[src/rtl/wallace_11bit.sv]
// wallace_11bit: unsigned 11x11 multiplier built as a Wallace carry-save tree,
// followed by a 23-bit ripple-carry adder. Only the product is registered.
//
// Ports:
//   clk    in   1  rising-edge clock
//   rst_n  in   1  asynchronous active-low reset, clears p immediately
//   a      in  11  unsigned multiplicand
//   b      in  11  unsigned multiplier
//   p      out 23  registered product a*b (p[22] is always 0)
//
// Carry-save probe points (23 bits each):
//   u1/v1  first reduction layer (rows 0..2)
//   u2/v2  middle reduction layer
//   u3/v3  final pair feeding the adder, u3 + v3 == a*b
module wallace_11bit (
    input  logic        clk,
    input  logic        rst_n,
    input  logic [10:0] a,
    input  logic [10:0] b,
    output logic [22:0] p
);

    typedef logic [22:0] row_t;

    // 3:2 compressor applied bitwise across all columns. Where one input
    // row is zero in a column it degenerates to a half adder.
    function automatic row_t csa_sum(input row_t x, input row_t y, input row_t z);
        return x ^ y ^ z;
    endfunction

    // Carry is returned already shifted into its column weight.
    function automatic row_t csa_carry(input row_t x, input row_t y, input row_t z);
        return ((x & y) | (x & z) | (y & z)) << 1;
    endfunction

    row_t pp [11];
    row_t l1 [8];
    row_t l2 [6];
    row_t l3 [4];
    row_t l4 [3];

    row_t u1, v1, u2, v2, u3, v3;
    row_t sum_final;

    // Partial products
    always_comb begin
        for (int i = 0; i < 11; i++) begin
            pp[i] = b[i] ? (row_t'(a) << i) : '0;
        end
    end

    // Layer 1: 11 rows -> 8 rows
    always_comb begin
        u1    = csa_sum  (pp[0], pp[1], pp[2]);
        v1    = csa_carry(pp[0], pp[1], pp[2]);
        l1[0] = u1;
        l1[1] = v1;
        l1[2] = csa_sum  (pp[3], pp[4], pp[5]);
        l1[3] = csa_carry(pp[3], pp[4], pp[5]);
        l1[4] = csa_sum  (pp[6], pp[7], pp[8]);
        l1[5] = csa_carry(pp[6], pp[7], pp[8]);
        l1[6] = pp[9];
        l1[7] = pp[10];
    end

    // Layer 2: 8 rows -> 6 rows
    always_comb begin
        l2[0] = csa_sum  (l1[0], l1[1], l1[2]);
        l2[1] = csa_carry(l1[0], l1[1], l1[2]);
        l2[2] = csa_sum  (l1[3], l1[4], l1[5]);
        l2[3] = csa_carry(l1[3], l1[4], l1[5]);
        l2[4] = l1[6];
        l2[5] = l1[7];
    end

    // Layer 3 (middle): 6 rows -> 4 rows
    always_comb begin
        u2    = csa_sum  (l2[0], l2[1], l2[2]);
        v2    = csa_carry(l2[0], l2[1], l2[2]);
        l3[0] = u2;
        l3[1] = v2;
        l3[2] = csa_sum  (l2[3], l2[4], l2[5]);
        l3[3] = csa_carry(l2[3], l2[4], l2[5]);
    end

    // Layer 4: 4 rows -> 3 rows
    always_comb begin
        l4[0] = csa_sum  (l3[0], l3[1], l3[2]);
        l4[1] = csa_carry(l3[0], l3[1], l3[2]);
        l4[2] = l3[3];
    end

    // Layer 5: 3 rows -> final carry-save pair
    always_comb begin
        u3 = csa_sum  (l4[0], l4[1], l4[2]);
        v3 = csa_carry(l4[0], l4[1], l4[2]);
    end

    // Final ripple-carry adder; carry out of bit 22 is dropped (never set).
    always_comb begin
        logic c;
        c         = 1'b0;
        sum_final = '0;
        for (int i = 0; i < 23; i++) begin
            sum_final[i] = u3[i] ^ v3[i] ^ c;
            c            = (u3[i] & v3[i]) | (c & (u3[i] ^ v3[i]));
        end
    end

    always_ff @(posedge clk or negedge rst_n) begin
        if (!rst_n) begin
            p <= '0;
        end else begin
            p <= sum_final;
        end
    end

endmodule

[config.mk]
export PLATFORM = sky130hd
export DESIGN_NAME = wallace_11bit
export DESIGN_NICKNAME = d
export VERILOG_FILES = /design/src/rtl/wallace_11bit.sv
export SDC_FILE = /design/constraint.sdc
export NUM_CORES = 1
export LEC_CHECK = 0
export BUFFER_PORTS_ARGS = -buffer_cell sky130_fd_sc_hd__buf_2
export CAP_MARGIN = 0
export CORE_MARGIN = 2
export CORE_UTILIZATION = 40
export DETAILED_ROUTE_END_ITERATION = 10
export PLACE_DENSITY = 0.68
export SYNTH_ARGS = -nofsm -noshare
export SYNTH_HDL_FRONTEND = slang
export SYNTH_SLANG_ARGS = --single-unit
[constraint.sdc]
create_clock -name clk -period 0.8 [get_ports clk]
set_clock_uncertainty 0.15 [all_clocks]
set_input_delay 0.08 -clock clk [delete_from_list [all_inputs] [get_ports clk]]
set_output_delay 0.08 -clock clk [all_outputs]
set_load 0.03 [all_outputs]
==> flow_summary.yaml, run 1 <==
synthesis:
  synth_cell_types: 9
  ys_seq_elements: 23
  yosysWarningCount: 0
  synth_cells: 395
  avgSynthCellArea_um2: 10.9
  yosysSeqAreaShare: 0.133
  syn_area_um2: 4310
  syn_nets: 547
grt:
  grt_max_degree: 24
  grt_overflow_total: 0
  grt_usage: 0.159
  grt_pass1_vias: 3236
  grt_pass1_wl_um: 14500
  grt_antenna_before_repair: 0
timing:
  max_freq_mhz: 130
  slew_headroom: 0.910
  postLayoutSetupSlackWorst_ns: -6.91
  maxSlewViolCount: 0
  rsz0062_at_grt: "yes"
  period_minus_slack_ns: 7.71
  setup_viol: 44
  whs_ns: 0.0387
  worst_slew_pin_slew_ns: 0.135
  hold_viol: 0
  period_share: 9.64
route:
  num_vias: 2717
  ant_nets: 0
  drtIter0Drc: 80
  wl_um: 8510
  viasPerCell: 4.52
  firstDrtPassIters: 4
  drc: 0
  wl_per_cell_um: 14.2
worst_setup_path:
  crit_top_cell: "fa_2"
  path_cells: "buf_8 > and2_4 > fa_1 > inv_1 > fa_1 > fa_1 > fa_1 > inv_2 > ha_4 > fa_2 > fa_2 > fa_2 > fa_2 > fa_2 > fa_2 > fa_2 > fa_2 > fa_2 > fa_2 > fa_2 > fa_2 > fa_2 > fa_2 > ha_4"
  critPathLaunchType: "primary input"
  worstPathArrival_ns: 7.76
  path_buf_inv: 3
  critPathTopFamily: "adder cells"
  worstPathRequired_ns: 0.85
  critical_path.max_stage_delay_ns: 0.53
  worstPathMaxFanout: 4
  crit_type: "in2reg"
  endpoint_kind: "flop"
  critPathSlowestCell: "fa_1"
worst_hold_path:
  hold_class: "in2reg"
  whs_endpoint: "p[0]$_DFF_PN0_"
  holdPathStages: 3
  min-delay-start: "b[0]"
layout:
  top_register: "p"
  fin_area_um2: 5310
  final_cell_mix: "inv_1 (95), fa_1 (81), and2_4 (56), nand2_1 (37), buf_6 (36)"
  final_common_cell: "inv_1"
  final_nets: 618
  area_delta_synth_final_pct: 23.0
  top_regs: "p (23)"
  largest_reg_flops: 23
  final_util: 0.509
  final_cells: 601
  drive_above_1_share: 0.402
  diodes: 0
run_status:
  outcome: "finished, violations left"
  failed_checks: "setup timing"
clocking:
  clockRootBuffer: "clkbuf_8"
  tritoncts: "built"
  clkTransAtPathRegs_ns: 0.07
  cts_buffers: 3
  max-clock-path-buffers: 2
  h-tree-depth: 1
  cts.sinks: 23
place:
  dp_hpwl_um: 7710
  placedCellCount: 594
  place_ws_ns: -7.32
  gp_congestion: 0.868
  portBuffers: 46
  place_area_um2: 4870
power:
  p_clk_frac: 0.056
  power.internal_mw: 6.50
  leakagePower_nw: 2.63
  combPwrFrac: 0.775
  power-per-cell-area_nw_per_um2: 2310
  power.switching_fraction: 0.469
  vdd_ir_drop_max_v: 0.00188
  p_seq_frac: 0.169
  p_switching_mw: 5.74
floorplanning:
  chipWidth_um: 108
  dieArea_um2: 11600
  core_area_um2: 10400
  die_h_um: 108
  initial_core_util: 0.414
  num_io_pins: 47
  rows: 37
run:
  drv_cap: 0
-- tightest hold or removal path: stages --
cell and delay [ns]:
buf_8 0.09, buf_6 0.11, and2_4 0.13
-- cell type report --
cell class | instances | area, µm²
clock buffer | 4 | 45.0
fill | 959 | 5110
inverter | 101 | 379
multi-input combinational | 249 | 3310
sequential | 23 | 576
tap | 136 | 170
timing repair buffer | 88 | 826
-- logic make-up (layout without fill, tap and decap cells) --
family | after synthesis | in the layout | share of synthesized area
fa+ha+maj | 128 | 128 | 0.542
buf+inv | 123 | 193 | 0.144
simple gates | 121 | 121 | 0.180
flops | 23 | 23 | 0.133
-- worst max-delay path by stage --
stage	start	end	depth (start not counted)
floorplan	b[5]	p[21]$_DFF_PN0_	24
global placement	b[5]	p[21]$_DFF_PN0_	24
detailed placement	b[4]	p[21]$_DFF_PN0_	26
CTS	a[2]	p[21]$_DFF_PN0_	24
global route	a[2]	p[21]$_DFF_PN0_	24
finish	a[2]	p[21]$_DFF_PN0_	24
-- per-layer routing --
layer  share of wire  vias up  track usage
met5               0        -            0
met4          0.0038        0       0.0128
met3           0.026        4       0.0200
met2            0.57       44        0.311
met1            0.40     1429        0.192
li1                -     1240            -
-- power groups by stage --
| stage | logic, mW | clock network, mW | registers, mW |
|---|---|---|---|
| global route | 10.8 | 0.768 | 2.12 |
| global placement | 8.48 | 0 | 1.99 |
| detailed placement | 9.08 | 0 | 1.97 |
| CTS | 9.80 | 0.732 | 2.08 |
| finish | 9.49 | 0.685 | 2.07 |
| floorplan | 5.51 | 0 | 2.95 |
-- cell usage after synthesis --
master / number / area [µm²]
and2_1: 23 / 144
and2_4: 53 / 464
buf_4: 1 / 7.51
buf_6: 21 / 236
dfrtp_1: 23 / 576
fa_1: 98 / 1960
ha_1: 30 / 375
inv_1: 101 / 379
nand2_1: 45 / 169
-- stage by stage --
| stage | power [mW] | setup TNS (ns) |
|---|---|---|
| after floorplan | 8.46 | -87.21 |
| after global placement | 10.5 | -90.50 |
| after detailed placement | 11.1 | -91.92 |
| after CTS | 12.6 | -89.25 |
| after global routing | 13.7 | -91.26 |
| final | 12.2 | -88.59 |
-- repair_timing --
action	4_1_cts	5_1_grt
hold buffers	1	0
resized for setup	93	8
setup endpoints to repair	45	44
setup buffers	1	1
hold endpoints to repair	23	0
pin swaps	8	16
Power figures use the tool's default switching activity.
==> inputs of run 2 (changes only) <==
Settings changed: CORE_UTILIZATION 40 to 45, PLACE_DENSITY 0.68 to 0.74.
==> run 2 against run 1 <==
  * The flow still finishes with violations (setup timing)
  * Via count shrank 0.59%
  * Flip-flop and latch count stayed put
  * Fmax decreased by 0.33%
  * Final cell count down 1.3%
  * Clock power is 2% higher
  * Core utilization is 6.1 points higher
  * Sequential power hardly changed
  * Die area is 11% lower
  * Hold slack better by 0.057 ns
  * Total power shrank 0.26%
  * Critical path type unchanged
==> flow_summary.yaml, run 2 (same netlist as run 1, synthesis figures left out) <==
run_status:
  outcome: "finished, violations left"
  failed_checks: "setup timing"
route:
  wl_um: 8580
  wl_per_cell_um: 14.5
  firstDrtPassIters: 4
  drtIter0Drc: 65
  num_vias: 2701
  drc: 0
  viasPerCell: 4.55
  ant_nets: 0
worst_hold_path:
  hold_class: "in2reg"
power:
  total_power_mw: 12.2
  combPwrFrac: 0.774
  power-per-cell-area_nw_per_um2: 2310
  vdd_ir_drop_max_v: 0.00155
  p_clk_frac: 0.057
  leakagePower_nw: 2.62
  p_seq_frac: 0.169
  power.switching_fraction: 0.469
  power.internal_mw: 6.48
  p_switching_mw: 5.73
worst_setup_path:
  critical_path.max_stage_delay_ns: 0.54
  path_cells: "buf_8 > and2_4 > fa_1 > inv_2 > fa_1 > fa_1 > fa_1 > inv_2 > ha_4 > fa_2 > fa_2 > fa_2 > fa_2 > fa_2 > fa_2 > fa_2 > fa_2 > fa_2 > fa_2 > fa_2 > fa_2 > fa_2 > fa_2 > ha_4"
  crit_type: "in2reg"
  worstPathMaxFanout: 4
  critPathSlowestCell: "fa_1"
  endpoint_kind: "flop"
  worstPathArrival_ns: 7.80
  critPathLaunchType: "primary input"
  worstPathRequired_ns: 0.86
  critPathTopFamily: "adder cells"
  path_buf_inv: 3
  crit_top_cell: "fa_2"
grt:
  grt_overflow_total: 0
  grt_max_degree: 24
  grt_pass1_vias: 3203
  grt_pass1_wl_um: 14700
  grt_usage: 0.184
  grt_antenna_before_repair: 0
layout:
  final_common_cell: "inv_1"
  largest_reg_flops: 23
  area_delta_synth_final_pct: 22.7
  diodes: 0
  final_cell_mix: "inv_1 (94), fa_1 (81), and2_4 (57), nand2_1 (38), buf_4 (36)"
  drive_above_1_share: 0.407
  nFillCells: 809
  top_regs: "p (23)"
  multi_input_area_um2: 3340
  regArea_um2: 576
  final_nets: 617
  top_register: "p"
  fin_area_um2: 5290
timing:
  postLayoutSetupSlackWorst_ns: -6.94
  period_share: 9.67
  maxSlewViolCount: 0
  rsz0062_at_grt: "yes"
  whs_ns: 0.0958
  period_minus_slack_ns: 7.74
  slew_headroom: 0.913
  worst_slew_pin_slew_ns: 0.131
  max_freq_mhz: 129
  setup_tns_ns: -89.13
  hold_viol: 0
  setup_viol: 45
place:
  gp_congestion: 0.852
  place_area_um2: 4860
  place_ws_ns: -7.34
  portBuffers: 46
  dp_hpwl_um: 7640
floorplanning:
  rows: 35
  num_io_pins: 47
  die_h_um: 102
  chipWidth_um: 102
  dieArea_um2: 10400
  initial_core_util: 0.465
  core_area_um2: 9280
clocking:
  max-clock-path-buffers: 2
  cts_buffers: 3
  clkTransAtPathRegs_ns: 0.07
  tritoncts: "built"
  h-tree-depth: 1
  clockRootBuffer: "clkbuf_8"
  cts.sinks: 23
run:
  drv_cap: 0
[run 2: cell types whose count changed in the layout (fill, tap and decap cells not counted), sizes merged]
cell	previous run	this run
buf	87	86
[run 2: worst paths after layout]
path,startpoint,endpoint,slack [ns],depth (start not counted)
worst min-delay path,b[0],p[0]$_DFF_PN0_,0.1,3
min in group asynchronous,rst_n,p[3]$_DFF_PN0_,0.14,3
max in group asynchronous,rst_n,p[15]$_DFF_PN0_,0.22,3
worst max-delay path,a[2],p[21]$_DFF_PN0_,-6.94,24
[run 2: repair_timing]
action | 4_1_cts | 5_1_grt
hold buffers | 1 | 0
setup endpoints to repair | 45 | 45
hold endpoints to repair | 23 | 0
buffers inserted | 3 | 1
pin swaps | 11 | 13
gates resized for setup | 88 | 12
[run 2: worst min-delay path: cells and delay by family]
| family | cells | cell delay (ns) |
|---|---|---|
| buffers and inverters | 2 | 0.26 |
| AND/OR/NAND/NOR | 1 | 0.14 |
[run 2: power by group through the flow]
stage               clock, mW  combinational (mW)  sequential (mW)
floorplan                   0                5.51             2.95
global placement            0                8.47             1.97
detailed placement          0                8.92             1.95
CTS                     0.730                9.79             2.06
global route            0.797                10.9             2.09
finish                  0.701                9.45             2.06
[run 2: layer usage]
layer / share of wire / vias to the layer above / GRT usage / wire length [µm]
li1: - / 1230 / - / -
met1: 0.37 / 1411 / 0.220 / 3200
met2: 0.58 / 50 / 0.358 / 5010
met3: 0.033 / 10 / 0.0233 / 285
met4: 0.010 / 0 / 0.0267 / 89
met5: 0 / - / 0 / 0
[run 2: metrics by stage]
step,utilization,cells
finish,0.570,593
floorplan,-,395
detailed placement,0.523,586
CTS,0.567,593
global placement,0.523,586
global route,0.570,593
[run 2: area by class of cell]
| type | count | area share |
|---|---|---|
| Multi-Input combinational cell | 249 | 0.631 |
| Timing Repair Buffer | 87 | 0.149 |
| Sequential cell | 23 | 0.109 |
| Inverter | 101 | 0.0716 |
| Tap cell | 129 | 0.0305 |
| Clock buffer | 4 | 0.00851 |
